### src/rtl/bridge_pkg.sv
// Shared types and helpers for the 16-to-32 bridge responder.
package bridge_pkg;

  localparam int ADDR_W   = 32;
  localparam int S_DATA_W = 16;
  localparam int M_DATA_W = 32;

  typedef enum logic [1:0] {
    IDLE   = 2'd0,
    ACCESS = 2'd1,
    RESP   = 2'd2
  } state_t;

  // Steer halfword byte enables onto the word lanes selected by address bit 1.
  function automatic logic [3:0] steer_bytesel(input logic hi, input logic [1:0] bsel);
    return hi ? {bsel, 2'b00} : {2'b00, bsel};
  endfunction

  // Pick one halfword out of a 32-bit word (hi=1 selects bits [31:16]).
  function automatic logic [15:0] half_sel(input logic hi, input logic [31:0] word);
    return hi ? word[31:16] : word[15:0];
  endfunction

endpackage

### src/rtl/bridge_16_32_if.sv
// Request/completion bus used on both the 16-bit and the 32-bit side.
interface bridge_16_32_if
  import bridge_pkg::*;
#(
  parameter int DATA_W = S_DATA_W
);
  localparam int BE_W = DATA_W / 8;

  logic [ADDR_W-1:0] addr;
  logic [DATA_W-1:0] wdata;
  logic [DATA_W-1:0] rdata;
  logic              wr_en;
  logic [BE_W-1:0]   bytesel;
  logic              compl;

  modport master (
    output addr, wdata, wr_en, bytesel,
    input  rdata, compl
  );

  modport slave (
    input  addr, wdata, wr_en, bytesel,
    output rdata, compl
  );

endinterface

### src/rtl/bridge_read_buf.sv
// One-word read-merge buffer: tag/data/valid with hit compare, fill and invalidate.
module bridge_read_buf
  import bridge_pkg::*;
#(
  parameter bit ENABLE = 1'b1
) (
  input  logic        clk,
  input  logic        rst,
  input  logic [29:0] lookup_tag,
  input  logic        lookup_hi,
  output logic        hit,
  output logic [15:0] lookup_half,
  input  logic        fill_en,
  input  logic [29:0] fill_tag,
  input  logic [31:0] fill_data,
  input  logic        inv_en,
  input  logic [29:0] inv_tag
);

  logic        valid;
  logic [29:0] tag;
  logic [31:0] data;

  assign hit         = ENABLE && valid && (tag == lookup_tag);
  assign lookup_half = half_sel(lookup_hi, data);

  // Valid bit: set by a fill, cleared by a write to the buffered word.
  always_ff @(posedge clk or posedge rst) begin
    if (rst) begin
      valid <= 1'b0;
    end else if (fill_en && ENABLE) begin
      valid <= 1'b1;
    end else if (inv_en && valid && (tag == inv_tag)) begin
      valid <= 1'b0;
    end
  end

  // Tag and data carry no reset; they are qualified by valid.
  always_ff @(posedge clk) begin
    if (fill_en) begin
      tag  <= fill_tag;
      data <= fill_data;
    end
  end

endmodule

### src/rtl/bridge_16_32.sv
// 16-bit bus responder that turns each halfword access into one 32-bit
// target access, answering the second half of a split read from a buffer.
module bridge_16_32
  import bridge_pkg::*;
#(
  parameter bit READ_MERGE = 1'b1
) (
  input  logic            clk,
  input  logic            rst,
  bridge_16_32_if.slave   s,
  bridge_16_32_if.master  m
);

  state_t      state;
  logic        lat_hi;
  logic [15:0] s_rdata_q;
  logic        s_compl_q;
  logic [31:0] m_addr_q;
  logic [31:0] m_wdata_q;
  logic        m_wr_en_q;
  logic [3:0]  m_bytesel_q;

  logic        req;
  logic        hit;
  logic [15:0] hit_half;
  logic        fill_en;
  logic        inv_en;

  assign req     = (s.bytesel != 2'b00);
  assign fill_en = (state == ACCESS) && m.compl && !m_wr_en_q;
  assign inv_en  = (state == ACCESS) && m.compl && m_wr_en_q;

  assign s.rdata   = s_rdata_q;
  assign s.compl   = s_compl_q;
  assign m.addr    = m_addr_q;
  assign m.wdata   = m_wdata_q;
  assign m.wr_en   = m_wr_en_q;
  assign m.bytesel = m_bytesel_q;

  // m_addr_q holds the latched word address for the whole access, so it
  // doubles as the fill/invalidate tag.
  bridge_read_buf #(
    .ENABLE (READ_MERGE)
  ) u_buf (
    .clk         (clk),
    .rst         (rst),
    .lookup_tag  (s.addr[31:2]),
    .lookup_hi   (s.addr[1]),
    .hit         (hit),
    .lookup_half (hit_half),
    .fill_en     (fill_en),
    .fill_tag    (m_addr_q[31:2]),
    .fill_data   (m.rdata),
    .inv_en      (inv_en),
    .inv_tag     (m_addr_q[31:2])
  );

  // Request FSM: accept in IDLE, run the target access, pulse completion.
  always_ff @(posedge clk or posedge rst) begin
    if (rst) begin
      state       <= IDLE;
      lat_hi      <= 1'b0;
      s_rdata_q   <= 16'h0000;
      s_compl_q   <= 1'b0;
      m_addr_q    <= 32'h0000_0000;
      m_wdata_q   <= 32'h0000_0000;
      m_wr_en_q   <= 1'b0;
      m_bytesel_q <= 4'b0000;
    end else begin
      case (state)
        IDLE: begin
          if (req) begin
            lat_hi <= s.addr[1];
            if (!s.wr_en && hit) begin
              s_rdata_q <= hit_half;
              s_compl_q <= 1'b1;
              state     <= RESP;
            end else begin
              m_addr_q  <= {s.addr[31:2], 2'b00};
              m_wr_en_q <= s.wr_en;
              if (s.wr_en) begin
                m_wdata_q   <= {s.wdata, s.wdata};
                m_bytesel_q <= steer_bytesel(s.addr[1], s.bytesel);
              end else begin
                // Full-word read so the buffer can serve the other half.
                m_bytesel_q <= 4'b1111;
              end
              state <= ACCESS;
            end
          end
        end
        ACCESS: begin
          if (m.compl) begin
            m_bytesel_q <= 4'b0000;
            m_wr_en_q   <= 1'b0;
            s_compl_q   <= 1'b1;
            s_rdata_q   <= m_wr_en_q ? 16'h0000 : half_sel(lat_hi, m.rdata);
            state       <= RESP;
          end
        end
        RESP: begin
          s_compl_q <= 1'b0;
          s_rdata_q <= 16'h0000;
          state     <= IDLE;
        end
        default: state <= IDLE;
      endcase
    end
  end

endmodule

### src/flat_wrapper.sv
// flat-port wrapper written by rule: the top's interface ports become plain ports
module bridge_16_32_flat import bridge_pkg::*;
#(
  parameter bit READ_MERGE = 1'b1
)
  (clk, rst, s_addr, s_wdata, s_wr_en, s_bytesel, s_rdata, s_compl, m_addr, m_wdata, m_wr_en, m_bytesel, m_rdata, m_compl);
  bridge_16_32_if #(.DATA_W(16)) s_i ();
  bridge_16_32_if #(.DATA_W(32)) m_i ();
  input  logic clk;
  input  logic rst;
  input wire logic [$bits(s_i.addr)-1:0] s_addr;
  input wire logic [$bits(s_i.wdata)-1:0] s_wdata;
  input wire logic [$bits(s_i.wr_en)-1:0] s_wr_en;
  input wire logic [$bits(s_i.bytesel)-1:0] s_bytesel;
  output wire logic [$bits(s_i.rdata)-1:0] s_rdata;
  output wire logic [$bits(s_i.compl)-1:0] s_compl;
  output wire logic [$bits(m_i.addr)-1:0] m_addr;
  output wire logic [$bits(m_i.wdata)-1:0] m_wdata;
  output wire logic [$bits(m_i.wr_en)-1:0] m_wr_en;
  output wire logic [$bits(m_i.bytesel)-1:0] m_bytesel;
  input wire logic [$bits(m_i.rdata)-1:0] m_rdata;
  input wire logic [$bits(m_i.compl)-1:0] m_compl;
  assign s_i.addr = s_addr;
  assign s_i.wdata = s_wdata;
  assign s_i.wr_en = s_wr_en;
  assign s_i.bytesel = s_bytesel;
  assign s_rdata = s_i.rdata;
  assign s_compl = s_i.compl;
  assign m_addr = m_i.addr;
  assign m_wdata = m_i.wdata;
  assign m_wr_en = m_i.wr_en;
  assign m_bytesel = m_i.bytesel;
  assign m_i.rdata = m_rdata;
  assign m_i.compl = m_compl;
  bridge_16_32 #(.READ_MERGE(READ_MERGE)) u_core (.clk(clk), .rst(rst), .s(s_i), .m(m_i));
endmodule
### config.mk
export PLATFORM = sky130hd
export DESIGN_NAME = bridge_16_32_flat
export DESIGN_NICKNAME = d
export VERILOG_FILES = /design/src/rtl/bridge_pkg.sv /design/src/rtl/bridge_16_32_if.sv /design/src/rtl/bridge_read_buf.sv /design/src/rtl/bridge_16_32.sv /design/src/flat_wrapper.sv
export SDC_FILE = /design/constraint.sdc
export NUM_CORES = 1
export LEC_CHECK = 0
export ABC_AREA = 0
export CORE_MARGIN = 2
export CORE_UTILIZATION = 30
export CTS_CLUSTER_DIAMETER = 50
export DETAILED_ROUTE_END_ITERATION = 10
export GPL_TIMING_DRIVEN = 0
export SKIP_CTS_REPAIR_TIMING = 1
export SLEW_MARGIN = 20
export SYNTH_ARGS = -nofsm -noshare
export SYNTH_HDL_FRONTEND = slang
export SYNTH_HIERARCHICAL = 1
export SYNTH_SLANG_ARGS = --single-unit
export TNS_END_PERCENT = 100
### constraint.sdc
create_clock -name clk -period 5.5 [get_ports clk]
set_input_delay 1.1 -clock clk [delete_from_list [all_inputs] [get_ports clk]]
set_output_delay 1.1 -clock clk [all_outputs]
set_load 0.05 [all_outputs]
==> results.py <==
metrics = {
    "run_status": {
        "status": "finished, final reports clean",
    },
    "power_and_ir_drop": {
        "p_comb_share_pct": 51.8,
        "swShare_pct": 43.65,
        "clock_power_share_pct": 18.8,
        "sequentialPowerShare_pct": 29.4,
        "leakage_nw": 3.389,
        "p_switching_mw": 2.552,
        "p_int_mw": 3.295,
        "pwr_density_cell_nw_per_um2": 663.6,
        "p_total_mw": 5.847,
        "worst_ir_drop_vdd_mv": 0.4020,
    },
    "floorplanning": {
        "num_rows": 52,
        "coreArea_um2": 20170,
        "die_h_um": 147,
        "num_io_pins": 172,
        "start_util_pct": 30.42,
        "die_w_um": 147,
        "die_area_um2": 21610,
    },
    "critical_path": {
        "cp-end-kind": "flop",
        "crit_required_ns": 5.80,
        "crit_fanout": 10,
        "worstSetupPathType": "primary input to flop",
        "cp-start-kind": "primary input",
        "cp.arrival_ns": 4.62,
    },
    "route": {
        "vias": 3998,
        "drt-total-wl_um": 15290,
        "drt_iter0_markers": 173,
        "ant_nets": 0,
        "wl_per_cell_um": 17.08,
        "drt_pass1_iterations": 4,
        "drc": 0,
        "viasPerCell": 4.467,
    },
    "logic_synthesis": {
        "yosys_most_used_dff": "dfrtp_1",
        "yosysSeqAreaShare_pct": 59.72,
        "ys_seq_elements": 134,
        "synth_area_um2": 6135,
        "synth_enable_flop_cells": 62,
        "netlist_top_cells_area": "edfxtp_1, dfrtp_1, mux2_2, xnor2_1, mux2i_1",
        "yosys_warnings": 6,
        "synth_area_per_cell_um2": 14.57,
        "yosysUniqueCellTypes": 34,
        "synth_top_area_cell": "edfxtp_1",
        "synth-async-reset-ratio_pct": 53.73,
        "synth_top_area_share_pct": 30.35,
        "netlist_instances": 421,
    },
    "clock_network": {
        "clkTransAtPathRegs_ns": 0.06,
        "numCtsBuffers": 17,
        "ctsLongestPathBuffers": 2,
        "cts.sinks": 134,
        "root_buffer": "clkbuf_16",
        "h-tree-depth": 4,
        "cts_tree": "done",
        "clkLatencyLatePin_ns": 0.42,
    },
    "placement": {
        "place_ws_ns": 0.6609,
        "dp_hpwl_um": 11220,
        "port_buffers": 168,
        "dpl_cell_area_um2": 8243,
        "place.gp.congestion": 0.7944,
    },
    "sta": {
        "finalSetupTns_ns": 0,
        "hold_viol": 0,
        "worst_clock_skew_ns": 0.008356,
        "timing.final.ws_setup_ns": 1.185,
        "tightest_slew_ns": 0.8211,
        "fin_crit_sh_pct": 78.46,
        "hold_ws_ns": 0.4980,
        "rsz0062_at_grt": "false",
        "fin_crit_ns": 4.315,
        "slew_violations": 0,
        "relSlewSlack_pct": 45.13,
        "max_freq_ghz": 0.2317,
        "setup_viol": 0,
    },
    "worst_hold_path": {
        "min_path_type": "flop to flop",
    },
    "cells_and_area": {
        "mostFrequentLayoutCells": "clkdlybuf4s50_1, mux2_2, dfrtp_1, edfxtp_1, xnor2_1",
        "area_growth_pct": 43.63,
        "final_area_um2": 8811,
        "fillers": 1887,
        "fin_nets": 704,
        "diodes": 0,
        "drive_gt1_share_pct": 24.96,
        "layout_commonest_cell": "clkdlybuf4s50_1",
    },
    "global_route": {
        "grt_max_degree": 45,
        "grtUsageTotal_pct": 14.60,
        "antenna_found_initial": 0,
        "grt_pass1_wl_um": 24080,
        "grt_pass1_vias": 4335,
        "overflow": 0,
    },
    "run": {
        "drv_cap": 0,
    },
}
-- synthesized netlist by cell type (all sizes together), types with 5 or more instances --
master	count
mux2i	19
edfxtp	62
nor4	7
nand4	13
xor2	15
xnor2	45
buf	28
mux2	84
o22ai	17
a21oi	5
inv	22
dfrtp	72
ha	6
-- worst max-delay path: stages --
cell	delay (ns)
clkdlybuf4s50_1	0.43
xnor2_1	0.24
nand4_1	0.15
or4_1	0.58
nor4_2	0.60
nand2b_4	0.12
a2111oi_4	0.77
buf_6	0.26
mux2_2	0.35
-- cell type report --
class | count | area [µm²] | area share, %
buffer | 32 | 206.4 | 2.343
clock buffer | 18 | 429.2 | 4.871
clock inverter | 14 | 138.9 | 1.576
inverter | 22 | 85.08 | 0.9656
multi-input combinational | 234 | 2193 | 24.89
sequential | 134 | 3664 | 41.58
tap | 270 | 337.8 | 3.834
timing repair buffer | 171 | 1757 | 19.94
-- logic make-up after synthesis --
logic type	Yosys count	synth area share [%]
compound gates	26	2.917
xor+xnor	60	8.566
fa+ha+maj	6	1.224
buf+inv	54	4.711
flops	134	59.72
mux	103	18.52
other cells	1	0.06113
simple gates	37	4.283
-- power groups by stage --
| stage | logic, mW | clock network [mW] | registers, mW |
|---|---|---|---|
| 4_1_cts | 3.07 | 1.13 | 1.73 |
| 3_5_place_dp | 3.06 | 0 | 1.74 |
| 6_report | 3.03 | 1.10 | 1.72 |
| 5_1_grt | 3.18 | 1.18 | 1.78 |
| 2_1_floorplan | 1.20 | 0 | 2.57 |
| 3_3_place_gp | 3.01 | 0 | 1.73 |
-- stage by stage --
stage | std cells | utilization [%]
5_1_grt | 895 | 43.68
6_report | 895 | 43.68
2_1_floorplan | 422 | -
4_1_cts | 895 | 43.68
3_5_place_dp | 863 | 40.87
3_3_place_gp | 860 | 40.45
-- final timing paths --
| kind | from | slack (ns) | end | cells after the start |
|---|---|---|---|---|
| max | s_addr[6] | 1.18 | u_core/s.rdata[0] | 9 |
| min | u_core/u_buf/valid | 0.50 | u_core/u_buf/valid | 1 |
| max reg2reg | u_core/u_buf/tag[4] | 1.88 | u_core/s.rdata[0] | 8 |
| min reg2reg | u_core/u_buf/valid | 0.50 | u_core/u_buf/valid | 1 |
| max in group asynchronous | rst | 3.78 | u_core/s.rdata[12] | 3 |
| min in group asynchronous | rst | 0.95 | u_core/u_buf/valid | 2 |
-- sequential cells by signal, indices dropped and copies added (netlist names) --
name                cells
u_core/lat_hi           1
u_core/m.wdata         16
u_core/m.addr          30
u_core/m.wr_en          1
u_core/u_buf/valid      1
u_core/s.compl          1
u_core/u_buf/tag       30
u_core/m.bytesel        4
u_core/state            2
u_core/u_buf/data      32
u_core/s.rdata         16
-- metal layers --
layer / vias to the layer above / wire (µm) / track usage, %
met5: - / 0 / 0
met3: 20 / 1198 / 5.342
li1: 1892 / - / -
met1: 1957 / 6230 / 17.31
met2: 129 / 7664 / 24.86
met4: 0 / 197 / 4.471
Power figures use the tool's default switching activity.
